### config.mk
export PLATFORM = sky130hd
export DESIGN_NAME = interp_phase_sequencer
export DESIGN_NICKNAME = d
export VERILOG_FILES = /design/src/rtl/interp_phase_sequencer.sv
export SDC_FILE = /design/constraint.sdc
export NUM_CORES = 1
export LEC_CHECK = 0
export CORE_MARGIN = 3
export CORE_UTILIZATION = 49
export CTS_BUF_LIST = sky130_fd_sc_hd__clkbuf_2 sky130_fd_sc_hd__clkbuf_4 sky130_fd_sc_hd__clkbuf_8
export DETAILED_ROUTE_END_ITERATION = 8
export PLACE_DENSITY_LB_ADDON = 0.2
export SLEW_MARGIN = 5
export SYNTH_ARGS = -nofsm -noshare
export SYNTH_HDL_FRONTEND = slang
export SYNTH_SLANG_ARGS = --single-unit
export TNS_END_PERCENT = 20
### constraint.sdc
create_clock -name in_clk -period 3.8 [get_ports in_clk]
set_clock_uncertainty 0.15 [all_clocks]
set_input_delay 0.57 -clock in_clk [delete_from_list [all_inputs] [get_ports in_clk]]
set_output_delay 0.57 -clock in_clk [all_outputs]
set_load 0.01 [all_outputs]
### src/rtl/interp_phase_sequencer.sv
// ---------------------------------------------------------------------------
// interp_phase_sequencer
//
// Interpolation-side rate sequencer for a polyphase filter. Each accepted
// low-rate input sample is held and re-issued as L evenly spaced high-rate
// output strobes, P clocks apart. Each strobe is tagged with its polyphase
// branch index so the downstream MAC can select its coefficient bank.
//
// Parameters:
//   L - interpolation factor (phases per input sample), L >= 2
//   P - clocks between successive output strobes, P >= 2
//   W - sample width
//
// Ports:
//   in_clk     - system clock, all logic on the rising edge
//   rst        - asynchronous active-low reset
//   in_strobe  - one-cycle pulse marking a valid input sample
//   in_data    - input sample, sampled only with in_strobe
//   out_strobe - registered one-cycle pulse per output phase
//   out_phase  - branch index of the current or most recent strobe
//   out_data   - held sample, updated only on accepted strobes
//   busy       - high while a phase sequence is in progress
//   overrun    - sticky: an in_strobe arrived while busy
// ---------------------------------------------------------------------------
module interp_phase_sequencer #(
   parameter  int L  = 4,
   parameter  int P  = 13,
   parameter  int W  = 16,
   localparam int PW = (L > 1) ? $clog2(L) : 1,
   localparam int CW = (P > 1) ? $clog2(P) : 1
) (
   input  logic          in_clk,
   input  logic          rst,
   input  logic          in_strobe,
   input  logic [W-1:0]  in_data,
   output logic          out_strobe,
   output logic [PW-1:0] out_phase,
   output logic [W-1:0]  out_data,
   output logic          busy,
   output logic          overrun
);

   typedef enum logic {
      IDLE = 1'b0,
      RUN  = 1'b1
   } state_t;

   localparam logic [PW-1:0] PH_LAST  = PW'(L - 1);
   localparam logic [CW-1:0] CNT_LAST = CW'(P - 1);

   state_t          state_q, state_d;
   logic [CW-1:0]   cnt_q, cnt_d;
   logic [PW-1:0]   ph_q, ph_d;
   logic [W-1:0]    data_q, data_d;
   logic            strobe_q, strobe_d;
   logic            ovr_q, ovr_d;

   // ------------------------------------------------------------------------
   // State register
   // ------------------------------------------------------------------------
   always_ff @(posedge in_clk or negedge rst) begin
      if (!rst) begin
         state_q  <= IDLE;
         cnt_q    <= '0;
         ph_q     <= '0;
         data_q   <= '0;
         strobe_q <= 1'b0;
         ovr_q    <= 1'b0;
      end else begin
         state_q  <= state_d;
         cnt_q    <= cnt_d;
         ph_q     <= ph_d;
         data_q   <= data_d;
         strobe_q <= strobe_d;
         ovr_q    <= ovr_d;
      end
   end

   // ------------------------------------------------------------------------
   // Next-state logic
   // ------------------------------------------------------------------------
   always_comb begin
      state_d  = state_q;
      cnt_d    = cnt_q;
      ph_d     = ph_q;
      data_d   = data_q;
      strobe_d = 1'b0;
      ovr_d    = ovr_q;

      unique case (state_q)
         IDLE: begin
            // Phase 0 is issued on the very next cycle, so the spacing
            // counter starts at zero together with the first strobe.
            if (in_strobe) begin
               state_d  = RUN;
               data_d   = in_data;
               ph_d     = '0;
               cnt_d    = '0;
               strobe_d = 1'b1;
            end
         end

         RUN: begin
            // A sample offered mid-sequence is dropped, not queued.
            if (in_strobe) begin
               ovr_d = 1'b1;
            end
            // The cycle carrying the last phase strobe is the last busy
            // cycle; leaving here lets a strobe arriving right after be
            // accepted, which keeps a L*P input cadence gap-free.
            if (ph_q == PH_LAST) begin
               state_d = IDLE;
            end else if (cnt_q == CNT_LAST) begin
               cnt_d    = '0;
               ph_d     = ph_q + PW'(1);
               strobe_d = 1'b1;
            end else begin
               cnt_d = cnt_q + CW'(1);
            end
         end

         default: begin
            state_d = IDLE;
         end
      endcase
   end

   assign out_strobe = strobe_q;
   assign out_phase  = ph_q;
   assign out_data   = data_q;
   assign busy       = (state_q == RUN);
   assign overrun    = ovr_q;

endmodule
Yosys cells after proc, flatten, opt, wreduce, memory -nomap -nowiden:

Index checks and enable logic that the tools add are counted.

* flip-flop bits (word level): 25
* latch bits: 0
* bits in writable memories: 0
* bits in read-only memories: 0
* bits of input ports: 19
* output and inout bits: 21
* word-level logic and storage cells: 32
* memories kept: 0

* add/sub/neg operators: 2
* multipliers: 0
* div/mod/pow operators: 0
* order comparisons: 0
* eq/ne operators: 5
* shift operators: 0
* mux-type cells: 14
* bitwise gates (word level): 1
* reductions and logical operators: 4

Operators with widths (number)
* $mux 4: 3
* $pmux 4 s2: 1
* $mux 2: 3
* $reduce_and 2->1: 3
* $add 4x1->4 const B: 1
* $eq 4x4->1 const B: 1
* $mux 1: 4
* $ne 2x2->1 const B: 2
* $pmux 1 s2: 2
* $pmux 2 s2: 1
* $reduce_and 3->1: 1
* $add 2x1->2 const B: 1
* $eq 2x2->1 const B: 1
* $ne 2x1->1 const B: 1
* $not 1->1: 1

Depth between registers and ports, before layout:

Gate-level depths: netlist of run 1.

* word-level depth: 4
* depth in mapped cells: 5
* depth with buffers taken out: 5

Worst setup path before layout of run 1:

Ideal clock, no wire load.

* path kind: register -> register
* from: register ph_q[0], in the netlist out_phase[0]
* to: register ph_q[0], in the netlist out_phase[0]
* library setup time: 79 ps
* arrival time: 1205 ps
* setup slack: 2366 ps
* stages on the path, launching flop included: 5
* path through: dfrtp_1 > ha_1 > nand2b_2 > or2_1 > mux2i_1

* word-level cells in the longest chain between the ends: 4

RTL lines
* start: declaration: RTL line 53 `logic [PW-1:0] ph_q, ph_d;`
* start signal: assignment: RTL line 72 `ph_q <= ph_d;`
* $add 2x1->2: RTL line 115 `ph_d = ph_q + PW'(1);`
* $mux 2: RTL line 113 `end else if (cnt_q == CNT_LAST) begin`
* $mux 2: RTL line 111 `if (ph_q == PH_LAST) begin`
* $pmux 2 s2: RTL line 90 `unique case (state_q)`

Parallel ways exist; a longest one is shown, timed or not. The select of a mux whose other input is x is not followed.
A chain may end at the register's enable or synchronous reset.

Worst setup path in the final report of run 1:

* from: register state_q, in the netlist busy
* to: output busy

RTL lines
* start: declaration: RTL line 51 `state_t state_q, state_d;`
* start signal: assignment: RTL line 70 `state_q <= state_d;`
* end: declaration: RTL line 39 `output logic busy,`

No word-level cell between the ends.

==> results of run 1 <==
## final cells by class
type                    count  area, sq um
fillers                   151          536
clock inverters             1         5.00
flip-flops and latches     25          626
clock buffers               3         22.5
inverters                   3         11.3
repair buffers             39          390
well taps                  27         33.8
multi-input cells          75          438
## flip-flops by register name, indices dropped and copies added (netlist names)
name        count
overrun         1
cnt_q           4
out_data       16
busy            1
out_phase       2
out_strobe      1
## stage by stage
| stage | cells | hold slack (ns) | util [%] |
|---|---|---|---|
| 4_1_cts | 173 | 0.339 | 74.0 |
| 5_1_grt | 173 | 0.367 | 74.0 |
| 6_report | 173 | 0.334 | 74.0 |
| 2_1_floorplan | 107 | 0.124 | - |
| 3_3_place_gp | 169 | 0.297 | 72.7 |
| 3_5_place_dp | 169 | 0.305 | 72.7 |
## synth_stat cells (2+ instances only)
cell / instances
nand3_1: 3
nand2_2: 20
o21ai_1: 3
ha_1: 3
inv_1: 3
nand2_1: 30
buf_2: 2
dfrtp_1: 25
## logic make-up after synthesis
| logic type | after synthesis | synth area share [%] |
|---|---|---|
| flops | 25 | 56.1 |
| buf+inv | 7 | 4.71 |
| mux | 1 | 0.897 |
| fa+ha+maj | 3 | 3.36 |
| compound gates | 8 | 5.49 |
| simple gates | 62 | 28.7 |
| xor+xnor | 1 | 0.785 |
## power by group
part | total [mW] | internal (mW) | switching (mW)
Combinational | 0.506 | 0.277 | 0.229
Clock | 0.116 | 0.0393 | 0.0764
Sequential | 0.470 | 0.381 | 0.0888
## final timing paths
check,start,endpoint,slack [ns],cells past startpoint
setup reg to reg,busy$_DFF_PN0_,out_phase[0]$_DFFE_PN0P_,1.98,3
hold / removal,overrun$_DFFE_PN0P_,overrun$_DFFE_PN0P_,0.33,1
min in group asynchronous,rst,out_phase[1]$_DFFE_PN0P_,0.68,1
setup / recovery,busy$_DFF_PN0_,busy,1.73,1
max in group asynchronous,rst,out_data[6]$_DFFE_PN0P_,2.18,1
hold reg to reg,overrun$_DFFE_PN0P_,overrun$_DFFE_PN0P_,0.33,1
## layer usage
layer / track usage [%] / vias to the layer above / wire (microns)
li1: - / 419 / -
met3: 4.16 / 6 / 181
met5: 0 / - / 0
met2: 29.4 / 31 / 1080
met1: 20.0 / 403 / 927
met4: 8.09 / 0 / 38
==> reports/results.ini, run 1 <==
[outcome]
status=finished clean

[die]
core_area_sq_um=2060
die_y_microns=53.7
die_area_sq_um=2890
io_pins=40
initial_core_util_pct=54.1
die_w_microns=53.7
rows=16

[global_routing]
grt_usage_pct=17.2
grt_pass1_wl_microns=3550
antenna_found_initial=0
grt_pass1_vias=846
grt_overflow=0
grt_start_max_net_pins=26

[critical_path]
cp.buffers_inverters=1
path_max_fanout=7
cp.required_ns=3.08
path_cells=clkdlybuf4s50_1
worstPathArrival_ns=1.35
max_stage_delay_ns=0.58
end_kind=primary output
startpoint_type=register
crit_family=buffers and inverters
cp_slowest_cell=clkdlybuf4s50_1
crit_type=register to primary output

[drt]
finalWirelength_microns=2220
detail_route.iter0.violations=5
post-route-drc-count=0
num_vias=859
drt-pass1-iter-count=4
routed_via_density=4.97
postRouteAntennaNets=0
wl_per_cell_microns=12.8

[yosys]
synth_area_leaders=dfrtp_1 56%, nand2_2 11%, nand2_1 10%
postSynthCellCount=107
seq_area_frac_synth_pct=56.1
ys.flop_type=dfrtp_1
yosysTopAreaCell=dfrtp_1
avgSynthCellArea_sq_um=10.4
synth_top_area_share_pct=56.1
synth_nets=129
async_reset_ff_share_pct=100
ys_warn_count=0
synth-edff-count=0
synth_area_sq_um=1120
yosysUniqueCellTypes=26
ys_seq_elements=25

[cells_and_area]
num-nets-final=169
final_common_cell=clkdlybuf4s50_1
postLayoutCellArea_sq_um=1530
synthToLayoutAreaGrowth_pct=36.8
antenna_cells=0
drive_gt1_share_pct=20.5
final_cell_mix=39 x clkdlybuf4s50_1, 30 x nand2_1, 25 x dfrtp_1

[hold_path]
hold_class=register to register

[placed_design]
port_buffers=39
place_congestion=0.671
pre_cts_ws_ns=1.45
dp_hpwl_microns=1690
placed_area_sq_um=1500

[clock_tree]
cts.path.max_buffers=2
cts_max_level=1
numClockSinks=25
cts_hold_buf=0
cts_tree=done
cts-root-buf=clkbuf_4
cts.clk_slew.worst_paths_ns=0.13
cts_setup_buffers=0
insertion_delay_ns=0.31
cts_buffers=3
cts_resized=0

[timing]
drv_slew=0
worst-slew-pin-transition_ns=1.08
finalHoldViolCount=0
max_freq_ghz=0.484
rsz0062_at_grt=false
relSlewSlack_pct=27.9
setup_viol=0
final.min_clock_period_ns=2.07
fin_ws_ns=1.73
post-route-period-util_pct=54.4
fin_setup_tns_ns=0

[pwr]
p_leak_nw=0.702
totalPowerFinal_mw=1.09
ir_drop_v=0.000515
power_density_nw_per_um2=715

[run]
drv_cap=0

No activity file was read; power rests on OpenSTA's default activity.
==> run 2: changes to the inputs <==
- CORE_UTILIZATION: 49 -> 41
- clock period: 3.8 -> 1.75 ns (I/O delays scaled with it)
==> run 2 against run 1 <==
Compared with the run above: count of clock-buffer cells in the layout unchanged; via count increased by 1.0%; sequential share of layout area decreased by 1.6 points.
==> reports/results.ini, run 2 (synthesis gave the netlist of run 1 again) <==
[timing]
fin_setup_tns_ns=0  ; unchanged
rsz0062_at_grt=false  ; unchanged
final.min_clock_period_ns=1.70
worst_hold_slack_ns=0.124  ; was 0.334 ns
finalHoldViolCount=0  ; unchanged
setup_viol=0  ; unchanged
worst-slew-pin-transition_ns=0.316  ; was 1.08 ns
max_freq_ghz=0.587
fin_ws_ns=0.0476  ; was 1.73 ns
relSlewSlack_pct=78.9  ; was 27.9%
post-route-period-util_pct=97.3
drv_slew=0  ; unchanged

[cells_and_area]
antenna_cells=0  ; unchanged
final_common_cell=clkdlybuf4s50_1  ; unchanged
drive_gt1_share_pct=24.2  ; was 20.5%
num-nets-final=176  ; was 169
largest_reg_flops=16  ; unchanged
final_cell_mix=37 x clkdlybuf4s50_1, 30 x nand2_1, 25 x dfrtp_1  ; was 39 x clkdlybuf4s50_1, 30 x nand2_1, 25 x dfrtp_1
postLayoutCellArea_sq_um=1590  ; was 1530 sq um
instances_no_fill=183  ; was 173
fillers=220  ; was 151
synthToLayoutAreaGrowth_pct=42.5  ; was 36.8%

[placed_design]
port_buffers=39  ; unchanged
place_inst=176  ; was 169
dp_hpwl_microns=1700  ; was 1690 microns
placed_area_sq_um=1530  ; was 1500 sq um
place_congestion=0.779  ; was 0.671
pre_cts_ws_ns=0.171  ; was 1.45 ns

[global_routing]
grt_start_max_net_pins=26  ; unchanged
grt_overflow=0  ; unchanged
grt_pass1_vias=886  ; was 846
grt_pass1_wl_microns=3800  ; was 3550 microns
antenna_found_initial=0  ; unchanged
grt_usage_pct=14.6  ; was 17.2%

[clock_tree]
cts-root-buf=clkbuf_4  ; unchanged
numClockSinks=25  ; unchanged
cts.path.max_buffers=2  ; unchanged
cts_max_level=1  ; unchanged
cts_tree=done  ; unchanged
insertion_delay_ns=0.33  ; was 0.31 ns
cts.clk_slew.worst_paths_ns=0.15  ; was 0.13 ns
cts_buffers=3  ; unchanged

[die]
io_pins=40  ; unchanged
rows=18  ; was 16
initial_core_util_pct=44.2  ; was 54.1%
die_w_microns=58.2  ; was 53.7 microns
core_area_sq_um=2520  ; was 2060 sq um
die_area_sq_um=3380  ; was 2890 sq um
die_y_microns=58.2  ; was 53.7 microns

[drt]
wl_per_cell_microns=12.9  ; was 12.8 microns
post-route-drc-count=0  ; unchanged
num_vias=868  ; was 859
detail_route.iter0.violations=17  ; was 5
finalWirelength_microns=2370  ; was 2220 microns
drt-pass1-iter-count=4  ; unchanged
postRouteAntennaNets=0  ; unchanged
routed_via_density=4.74  ; was 4.97

[run]
drv_cap=0  ; unchanged

[critical_path]
max_stage_delay_ns=0.55  ; was 0.58 ns
crit_type=register to primary output  ; unchanged
crit_family=buffers and inverters  ; unchanged
path_max_fanout=2  ; was 7
cp.buffers_inverters=1  ; unchanged
worstPathArrival_ns=1.29  ; was 1.35 ns
cp.required_ns=1.34  ; was 3.08 ns
cp_slowest_cell=clkdlybuf4s50_1  ; unchanged
startpoint_type=register  ; unchanged
path_cells=clkdlybuf4s50_1  ; unchanged
end_kind=primary output  ; unchanged

[outcome]
status=finished clean  ; unchanged

[pwr]
p_leak_nw=0.751  ; was 0.702 nW
power_density_nw_per_um2=1540  ; was 715 nW/um^2
ir_drop_v=0.000905  ; was 0.000515 V

[hold_path]
hold_class=input port to async pin  ; was register to register

[run 2: path summary, 6_finish.rpt]
kind,from,endpoint,slack (ns),depth (start not counted)
worst max-delay path,out_phase[0]$_DFFE_PN0P_,out_phase[0],0.05,1
worst min-delay path,rst,out_data[12]$_DFFE_PN0P_,0.12,2
worst max register to register,out_phase[0]$_DFFE_PN0P_,out_phase[0]$_DFFE_PN0P_,0.11,5
worst min register to register,overrun$_DFFE_PN0P_,overrun$_DFFE_PN0P_,0.33,1
max in group asynchronous,rst,cnt_q[0]$_DFFE_PN0P_,1.07,2
min in group in_clk,in_data[7],out_data[7]$_DFFE_PN0P_,0.29,3
[run 2: report_power, final]
part           internal, mW  total (mW)  switching, mW
combinational         0.642        1.16          0.518
sequential            0.828        1.02          0.187
clock                0.0874       0.270          0.183
[run 2: stage by stage]
stage,utilization [%],power [mW]
CTS,62.3,2.46
floorplan,-,1.60
global route,63.0,2.63
global placement,60.8,2.13
detailed placement,60.8,2.18
finish,63.0,2.45
[run 2: worst reg2reg max path, stage by stage (launching register included)]
cell	delay, ns
dfrtp_1	0.43
buf_4	0.15
ha_1	0.21
nand2b_2	0.24
or2_1	0.27
mux2i_1	0.13
[run 2: layout make-up]
cell class | instances | area, sq um | share of cell area, %
Timing Repair Buffer | 46 | 448 | 28.2
Multi-Input combinational cell | 75 | 438 | 27.5
Tap cell | 30 | 37.5 | 2.36
Inverter | 3 | 11.3 | 0.708
Sequential cell | 25 | 626 | 39.3
Clock inverter | 1 | 7.51 | 0.472
Clock buffer | 3 | 22.5 | 1.42
[run 2: per-layer routing]
| metal | vias up | wire length [microns] | track usage, % |
|---|---|---|---|
| met4 | 0 | 25 | 4.97 |
| li1 | 429 | - | - |
| met1 | 408 | 1080 | 19.9 |
| met3 | 4 | 154 | 3.34 |
| met5 | - | 0 | 0 |
| met2 | 27 | 1110 | 22.9 |
[run 2: timing repair]
item,4_1_cts,5_1_grt
resized for setup,0,2
hold buffers,0,0
setup buffers,1,2
endpoints found under the setup margin,1,2
==> run 3: changes to the inputs <==
- CORE_MARGIN: 3 -> unset
- GPL_ROUTABILITY_DRIVEN: unset -> 0
==> run 3 against run 2 <==
Compared with the run above: register-to-register slack better by 0.14 ns; first-iteration DRC count is 76% lower; die area fell by 13%.
==> reports/results.ini, run 3 (synthesis gave the netlist of run 1 again) <==
[outcome]
status=finished clean  ; unchanged

[clock_tree]
numClockSinks=25  ; unchanged
cts.clk_slew.worst_paths_ns=0.15  ; about the same
cts_buffers=3  ; unchanged
cts.path.max_buffers=2  ; unchanged
cts_tree=done  ; unchanged
insertion_delay_ns=0.33  ; about the same
cts-root-buf=clkbuf_4  ; unchanged
cts_max_level=1  ; unchanged

[pwr]
switchingPower_uw=871  ; was 888 uW
power_density_nw_per_um2=1510  ; was 1540 nW/um^2
p_leak_nw=0.785  ; was 0.751 nW
p_sw_share_pct=36.1  ; was 36.3%
power_frac_seq_pct=42.2  ; was 41.5%
pwr-share-clk_pct=11.1  ; about the same
ir_drop_v=0.000901  ; was 0.000905 V
combPwrFrac_pct=46.7  ; was 47.4%
intPower_mw=1.54  ; was 1.56 mW

[timing]
worst_hold_slack_ns=0.129  ; was 0.124 ns
final.min_clock_period_ns=1.68  ; was 1.70 ns
rsz0062_at_grt=false  ; unchanged
worst-slew-pin-transition_ns=0.323  ; was 0.316 ns
relSlewSlack_pct=78.5  ; was 78.9%
finalHoldViolCount=0  ; unchanged
drv_slew=0  ; unchanged
max_freq_ghz=0.596  ; was 0.587 GHz
fin_setup_tns_ns=0  ; unchanged
setup_viol=0  ; unchanged
post-route-period-util_pct=95.9  ; was 97.3%

[cells_and_area]
final_common_cell=clkdlybuf4s50_1  ; unchanged
final_core_util_pct=63.0  ; unchanged
fillers=217  ; was 220
synthToLayoutAreaGrowth_pct=42.5  ; unchanged
final_cell_mix=34 x clkdlybuf4s50_1, 30 x nand2_1, 25 x dfrtp_1  ; was 37 x clkdlybuf4s50_1, 30 x nand2_1, 25 x dfrtp_1
num-nets-final=175  ; was 176
drive_gt1_share_pct=23.7  ; was 24.2%
largest_reg_flops=16  ; unchanged
antenna_cells=0  ; unchanged

[critical_path]
rr_worst_depth=4  ; was 5
crit_type=register to primary output  ; unchanged
worstPathArrival_ns=1.27  ; was 1.29 ns
startpoint_type=register  ; unchanged
cp.depth=1  ; unchanged
path_max_fanout=2  ; unchanged
cp.buffers_inverters=1  ; unchanged
timing.rr.end=out_phase[0]$_DFFE_PN0P_  ; unchanged
end_kind=primary output  ; unchanged
path_cells=clkdlybuf4s50_1  ; unchanged
r2r_slack_ns=0.25  ; was 0.11 ns
cp_slowest_cell=clkdlybuf4s50_1  ; unchanged
crit_family=buffers and inverters  ; unchanged
r2r_start=out_phase[0]$_DFFE_PN0P_  ; unchanged
max_stage_delay_ns=0.54  ; was 0.55 ns
cp.required_ns=1.34  ; about the same

[drt]
wl_per_cell_microns=12.7  ; was 12.9 microns
postRouteAntennaNets=0  ; unchanged
num_vias=860  ; was 868
detail_route.iter0.violations=4  ; was 17
finalWirelength_microns=2310  ; was 2370 microns
routed_via_density=4.73  ; was 4.74
post-route-drc-count=0  ; unchanged
drt-pass1-iter-count=4  ; unchanged

[global_routing]
grt_pass1_vias=802  ; was 886
grt_overflow=0  ; unchanged
grtUsageMet2_pct=27.0  ; was 22.9%
antenna_found_initial=0  ; unchanged
grt_util_met1_pct=21.5  ; was 19.9%
grt_start_max_net_pins=26  ; unchanged
grt_use_met3_pct=2.82  ; was 3.34%
grt.busiest_layer=met2  ; unchanged
grt_usage_pct=16.6  ; was 14.6%
grt_pass1_wl_microns=3440  ; was 3800 microns

[die]
io_pins=40  ; unchanged
core_area_sq_um=2520  ; unchanged
die_w_microns=54.2  ; was 58.2 microns
die_area_sq_um=2930  ; was 3380 sq um
initial_core_util_pct=44.2  ; unchanged
rows=18  ; unchanged
die_y_microns=54.2  ; was 58.2 microns

[hold_path]
hold_class=input port to async pin  ; unchanged

[placed_design]
dp_hpwl_microns=1730  ; was 1700 microns
port_buffers=39  ; unchanged

[run]
drv_cap=0  ; unchanged

==> run 3: cell types whose count changed in the layout (fill, tap and decap cells not counted), sizes merged <==
cell,previous run,this run
buf,7,6
clkdlybuf4s50,37,34
dlymetal6s2s,2,5
==> run 3: final cells by class <==
cell class | count | area [sq um] | share of cell area, %
clock buffers | 3 | 22.5 | 1.42
well taps | 30 | 37.5 | 2.36
repair buffers | 45 | 448 | 28.2
clock inverters | 1 | 7.51 | 0.472
inverters | 3 | 11.3 | 0.708
multi-input cells | 75 | 438 | 27.5
flip-flops and latches | 25 | 626 | 39.3
==> run 3: metal layers <==
metal	share of wire, %	vias to the layer above
met3	5.5	4
met5	0	-
met2	46	27
li1	-	432
met1	46	397
met4	1.6	0
==> run 3: what timing repair did <==
| action | in CTS | in global routing |
|---|---|---|
| endpoints found under the setup margin | 0 | 5 |
| buffers inserted | 0 | 1 |
| hold buffers | 0 | 0 |
| resized for setup | 0 | 5 |
==> run 3: power by group through the flow <==
stage | registers (mW) | logic, mW | clock network, mW
2_1_floorplan | 1.11 | 0.491 | 0
3_3_place_gp | 1.02 | 1.11 | 0
3_5_place_dp | 1.03 | 1.14 | 0
4_1_cts | 1.02 | 1.14 | 0.277
5_1_grt | 1.05 | 1.26 | 0.300
6_report | 1.02 | 1.13 | 0.267
==> run 3: worst max-delay path by stage <==
stage          slack (ns)                       end                     start
3_3_place_gp         0.26      cnt_q[3]$_DFFE_PN0P_                 in_strobe
6_report             0.07              out_data[12]  out_data[12]$_DFFE_PN0P_
5_1_grt              0.02              out_data[12]  out_data[12]$_DFFE_PN0P_
2_1_floorplan        0.32  out_phase[0]$_DFFE_PN0P_  out_phase[0]$_DFFE_PN0P_
3_5_place_dp         0.21      cnt_q[3]$_DFFE_PN0P_                 in_strobe
4_1_cts             0.006              out_phase[0]  out_phase[0]$_DFFE_PN0P_
==> run 3: worst reg2reg max path: stages (launching register included) <==
cell	delay, ns
dfrtp_1	0.44
ha_1	0.23
nand2b_2	0.23
or2_1	0.26
mux2i_1	0.13
==> run 3: per-stage QoR <==
stage / std cells / cell area (sq um) / power (mW) / worst slack, ns
after global placement: 177 / 1540 / 2.13 / 0.255
after global routing: 182 / 1590 / 2.60 / 0.0176
after floorplan: 107 / 1120 / 1.60 / 0.316
after CTS: 181 / 1570 / 2.44 / 0.00555
after detailed placement: 177 / 1540 / 2.17 / 0.206
final: 182 / 1590 / 2.41 / 0.0714
